`src/rtl/mat_mac_unit.sv`:
```
// Signed fixed-point multiply-accumulate; scaled shows (acc + a*b) >>> FRAC for the current step.
module mat_mac_unit #(
  parameter int W     = 16,
  parameter int FRAC  = 8,
  parameter int ACC_W = 34
) (
  input  logic                    clk,
  input  logic                    rst,
  input  logic                    clr,
  input  logic                    en,
  input  logic                    last,
  input  logic signed [W-1:0]     a,
  input  logic signed [W-1:0]     b,
  output logic signed [ACC_W-1:0] scaled
);

  logic signed [2*W-1:0]   prod;
  logic signed [ACC_W-1:0] acc;
  logic signed [ACC_W-1:0] sum;

  assign prod   = a * b;
  assign sum    = acc + {{(ACC_W-2*W){prod[2*W-1]}}, prod};
  assign scaled = sum >>> FRAC;

  // The final step of a dot product restarts the accumulator for the next element.
  always_ff @(posedge clk) begin
    if (rst) begin
      acc <= '0;
    end else if (clr) begin
      acc <= '0;
    end else if (en) begin
      acc <= last ? '0 : sum;
    end else begin
      acc <= acc;
    end
  end

endmodule

```
`config.mk`:
```
export PLATFORM = sky130hd
export DESIGN_NAME = mat_mac_unit
export DESIGN_NICKNAME = d
export VERILOG_FILES = /design/src/rtl/mat_mac_unit.sv
export SDC_FILE = /design/constraint.sdc
export NUM_CORES = 1
export LEC_CHECK = 0
export CORE_AREA = 5 5 166 168
export CTS_CLUSTER_SIZE = 24
export DETAILED_ROUTE_END_ITERATION = 10
export DIE_AREA = 0 0 171 173
export DONT_BUFFER_PORTS = 1
export PLACE_DENSITY = 0.67
export SLEW_MARGIN = 5
export SYNTH_ARGS = -nofsm -noshare
export SYNTH_HDL_FRONTEND = slang
export SYNTH_SLANG_ARGS = --single-unit
```
`constraint.sdc`:
```
create_clock -name clk -period 8.11 [get_ports clk]
set_input_delay 0.811 -clock clk [delete_from_list [all_inputs] [get_ports clk]]
set_output_delay 0.811 -clock clk [all_outputs]
set_load 0.01 [all_outputs]
```
==> flow_summary.json, run 1 <==
{
  "outcome": "complete, but fails checks",
  "violations": "setup timing",
  "wire_per_inst_um": 16.8,
  "layout-drive-gt1-share_pct": 15.8,
  "hold_start": "acc[0]",
  "via_per_inst": 5.28,
  "netlist_area_mm2": 0.0127,
  "die_h_um": 173,
  "synth_nets": 1861,
  "std_cell_rows": 59,
  "io_pins": 71,
  "fin_area_mm2": 0.0146,
  "finalHoldViolations": 0,
  "ys.flop_type": "dfxtp_1",
  "clock_latency_ns": 0.29,
  "dr.pass1.iters": 5,
  "area_delta_synth_final_pct": 15.2,
  "max_freq_mhz": 118,
  "yosys_warnings": 0,
  "required_ns": 7.30,
  "grt_pass1_wl_um": 53400,
  "gp_routability_congestion": 0.900,
  "grt_pass1_vias": 10500,
  "slew_viol_final": 0,
  "fin_nets": 1959,
  "worst_pin_slew_ns": 0.766,
  "yosysSeqAreaShare_pct": 5.37,
  "cts-root-buf": "clkbuf_16",
  "startpoint_type": "input pin",
  "max_stage_delay_ns": 0.54,
  "dieArea_mm2": 0.0296,
  "htree_levels": 2,
  "synth_top_area_share_pct": 41.6,
  "core_mm2": 0.0258,
  "layout_common_cells": "inv_1, fa_1, nand2_1, buf_4, and2_1",
  "antenna_found_initial": 0,
  "dpl-instance-area_mm2": 0.0140,
  "cts_inserted_buffers": 5,
  "min_period_over_period_pct": 105,
  "cap_violations": 0,
  "worst_slew_margin_rel_pct": 49.0,
  "fin_worst_skew_ns": 0.00359,
  "layout_commonest_cell": "inv_1",
  "n_antenna_cell": 0,
  "grt_usage_pct": 22.0,
  "critPathMostFrequentCell": "fa_1",
  "rsz0062_at_grt": "true",
  "cp.arrival_ns": 7.67,
  "die_w_um": 171,
  "layout_min_cycle_time_ns": 8.49,
  "crit_start": "b[4]",
  "yosysTopAreaCell": "fa_1",
  "synth-seq-cells": 34,
  "hold_path_depth": 2,
  "hpwl_um": 26200,
  "vias": 9920,
  "async_flop_share_pct": 0,
  "synth_area_leaders": "fa_1, ha_1, inv_1",
  "top_register": "acc",
  "drt-initial-drc-count": 496,
  "clock_path_buffers": 2,
  "setup_viol": 19,
  "critical_path_peak_fanout": 16,
  "top_regs": "acc x34",
  "antenna_left": 0,
  "clkTransAtPathRegs_ns": 0.05,
  "syn_avg_cell_area_um2": 8.76,
  "yosysUniqueCellTypes": 63,
  "port_buffers": 0,
  "drc": 0,
  "critPathKind": "input pin to primary output",
  "tritoncts": "built",
  "setup_ws_ns": -0.375,
  "grt_max_degree": 35,
  "r2r-start": "acc[0]",
  "drt_wl_total_um": 31600,
  "start_util_pct": 49.2,
  "hold_class": "flip-flop to flip-flop",
  "syn_inst": 1446,
  "largest_reg_flops": 34,
  "ff2ff_path_depth": 15,
  "endpoint_kind": "primary output",
  "overflow": 0,
  "rrSetupSlack_ns": 4.84,
  "synth_edf_count": 0,
  "cp_slowest_cell": "fa_1",
  "numClockSinks": 34
}
critical path: cells and delay by family:
family / cells / cell delay [ns]
simple gates: 3 / 0.27
xor+xnor: 2 / 0.45
buf+inv: 6 / 0.51
fa+ha+maj: 8 / 3.48
compound gates: 12 / 2.11
area by class of cell:
class                   instances  area [um2]
clock buffers                   7         143
flip-flops and latches         34         681
inverters                     305        1150
multi-input cells            1053       11000
fillers                      2303       11200
clock inverters                 1        5.00
repair buffers                145        1150
well taps                     335         419
what timing repair did:
action                     4_1_cts  5_1_grt
pin swaps                       36       26
resized for setup               40       34
setup buffers                    8        8
gates cloned                     1        0
setup endpoints to repair       20       25
hold buffers                     0        0
metrics by stage:
stage / setup slack (ns) / setup TNS [ns] / hold slack (ns) / instances / util (%)
floorplan: -0.403 / -3.61 / 0.445 / 1446 / -
global placement: -0.399 / -6.32 / 0.463 / 1856 / 54.2
detailed placement: -0.525 / -8.63 / 0.466 / 1856 / 54.2
CTS: -0.363 / -5.44 / 0.476 / 1873 / 55.9
global route: -0.647 / -10.78 / 0.508 / 1880 / 56.6
finish: -0.375 / -5.58 / 0.471 / 1880 / 56.6
kinds of logic (layout without fill, tap and decap cells):
group / Yosys count / count (layout) / synth area share [%]
xor+xnor: 64 / 64 / 4.60
simple gates: 419 / 419 / 16.1
fa+ha+maj: 378 / 378 / 52.9
buf+inv: 359 / 458 / 10.9
flops: 34 / 34 / 5.37
compound gates: 192 / 192 / 10.1
worst paths after layout:
path,endpoint
setup reg to reg,acc[16]
setup / recovery,scaled[25]
hold reg to reg,acc[0]
hold / removal,acc[0]
per-layer routing:
| layer | part of all wire [%] | wire length (um) | up-vias | GRT usage (%) |
|---|---|---|---|---|
| met4 | 1.5 | 489 | 0 | 3.50 |
| met3 | 4.7 | 1480 | 43 | 2.53 |
| li1 | - | - | 4626 | - |
| met2 | 50 | 15800 | 234 | 37.1 |
| met1 | 44 | 13800 | 5017 | 31.1 |
| met5 | 0 | 0 | - | 0 |
cell usage after synthesis (12+ instances only):
master	number
nand2b_1	13
a21oi_1	60
a21o_1	24
inv_1	305
nand2_1	160
xnor2_1	45
o21ai_0	24
a22oi_1	17
dfxtp_1	34
fa_1	263
nor2b_1	12
nand3_1	15
nor2_1	72
xor2_1	17
clkbuf_1	45
and2_1	113
ha_1	115
Power of run 1 is not shown: default switching activity piles up to over one toggle a cycle in this logic, so the estimate is an artifact.
==> run 2: changes to the inputs <==
--- a/config.mk
+++ b/config.mk
@@ -5,11 +5,12 @@
 export SDC_FILE = /design/constraint.sdc
 export NUM_CORES = 1
 export LEC_CHECK = 0
-export CORE_AREA = 5 5 166 168
+export CORE_AREA = 2 2 163 165
 export CTS_CLUSTER_SIZE = 24
 export DETAILED_ROUTE_END_ITERATION = 10
-export DIE_AREA = 0 0 171 173
+export DIE_AREA = 0 0 165 167
 export DONT_BUFFER_PORTS = 1
+export HOLD_SLACK_MARGIN = 0.15
 export PLACE_DENSITY = 0.67
 export SLEW_MARGIN = 5
 export SYNTH_ARGS = -nofsm -noshare
==> flow_summary.json, run 2 (synthesized netlist as in run 1, its figures left out) <==
{
  "setup_ws_ns": -0.353,
  "clock_latency_ns": 0.29,
  "critPathKind": "input pin to primary output",
  "layout_min_cycle_time_ns": 8.46,
  "htree_levels": 2,
  "gp_routability_congestion": 0.886,
  "dr.pass1.iters": 5,
  "hold_class": "flip-flop to flip-flop",
  "antenna_found_initial": 0,
  "overflow": 0,
  "min_period_over_period_pct": 104,
  "die_w_um": 165,
  "violations": "setup timing",
  "core_mm2": 0.0258,
  "fillers": 2243,
  "clock_path_buffers": 2,
  "tritoncts": "built",
  "cts_inserted_buffers": 5,
  "grt_usage_pct": 24.0,
  "wire_per_inst_um": 16.7,
  "required_ns": 7.30,
  "max_freq_mhz": 118,
  "cap_violations": 0,
  "drt-initial-drc-count": 390,
  "worst_slew_margin_rel_pct": 15.3,
  "max_stage_delay_ns": 0.53,
  "finalHoldViolations": 0,
  "fin_cells": 1888,
  "clkTransAtPathRegs_ns": 0.06,
  "grt_pass1_wl_um": 53100,
  "die_h_um": 167,
  "dieArea_mm2": 0.0276,
  "fin_nets": 1967,
  "setup_viol": 19,
  "io_pins": 71,
  "grt_pass1_vias": 10800,
  "cp_slowest_cell": "fa_1",
  "place_ws_ns": -0.562,
  "startpoint_type": "input pin",
  "port_buffers": 0,
  "drt_wl_total_um": 31600,
  "antenna_left": 0,
  "worst_pin_slew_ns": 1.27,
  "layout-drive-gt1-share_pct": 17.5,
  "layout_commonest_cell": "inv_1",
  "hpwl_um": 26100,
  "grt_max_degree": 35,
  "rsz0062_at_grt": "true",
  "fin_worst_skew_ns": 0.00770,
  "hold_ws_ns": 0.472,
  "via_per_inst": 5.33,
  "critPathMostFrequentCell": "fa_1",
  "numClockSinks": 34,
  "cp.arrival_ns": 7.65,
  "area_delta_synth_final_pct": 16.9,
  "vias": 10100,
  "hold_buffers": 0,
  "dp.cells": 1863,
  "outcome": "complete, but fails checks",
  "top_register": "acc",
  "largest_reg_flops": 34,
  "drc": 0,
  "critical_path_peak_fanout": 16,
  "start_util_pct": 49.2,
  "layout_common_cells": "inv_1, fa_1, nand2_1, buf_4, and2_1",
  "std_cell_rows": 59,
  "endpoint_kind": "primary output",
  "n_antenna_cell": 0,
  "regArea_um2": 681,
  "top_regs": "acc x34",
  "cts-root-buf": "clkbuf_16",
  "slew_viol_final": 0,
  "multi_input_area_mm2": 0.0111
}
==> run 2: cell count changes in the layout (fill, tap and decap cells not counted), sizes merged <==
cell and change:
bufinv +2, buf +8, clkinv -1, clkbuf -1
==> run 2: timing repair <==
item,in CTS,in global routing
cloned,1,0
setup buffers,15,7
endpoints found under the setup margin,20,25
pin swaps,53,33
resized for setup,59,43
==> run 2: layout make-up <==
| type | instances | share of cell area [%] |
|---|---|---|
| Clock buffer | 6 | 0.938 |
| Clock inverter | 2 | 0.406 |
| Inverter | 305 | 7.77 |
| Multi-Input combinational cell | 1053 | 75.1 |
| Sequential cell | 34 | 4.60 |
| Tap cell | 335 | 2.83 |
| Timing Repair Buffer | 153 | 8.32 |
==> run 2: path summary, 6_finish.rpt <==
| check | from | endpoint | slack (ns) | cells past startpoint |
|---|---|---|---|---|
| setup / recovery | b[6] | scaled[25] | -0.35 | 31 |
| hold / removal | acc[0] | acc[0] | 0.47 | 2 |
| setup reg to reg | acc[0] | acc[26] | 4.83 | 17 |
| hold reg to reg | acc[0] | acc[0] | 0.47 | 2 |
==> run 2: stage by stage <==
step                utilization, %  TNS, ns  cell area (um2)
floorplan                        -    -3.61            12800
global placement              54.3    -9.06            14000
detailed placement            54.3    -9.40            14000
CTS                           56.5    -5.16            14600
global route                  57.5   -11.13            14800
finish                        57.5    -5.36            14800
==> run 2: metal layers <==
layer  wire length, um  vias up  GRT usage, %
li1                  -     4651             -
met1             13400     5090          32.5
met2             15900      266          41.0
met3              1730       47          3.54
met4               493        0          4.65
met5                 0        -             0
==> run 2: worst max-delay path, delay by kind of cell <==
| kind | cells | cell delay [ns] |
|---|---|---|
| compound gates | 12 | 2.04 |
| xor+xnor | 2 | 0.46 |
| simple gates | 3 | 0.26 |
| buf+inv | 6 | 0.52 |
| fa+ha+maj | 8 | 3.55 |
Power of run 2 is left out for the same reason.
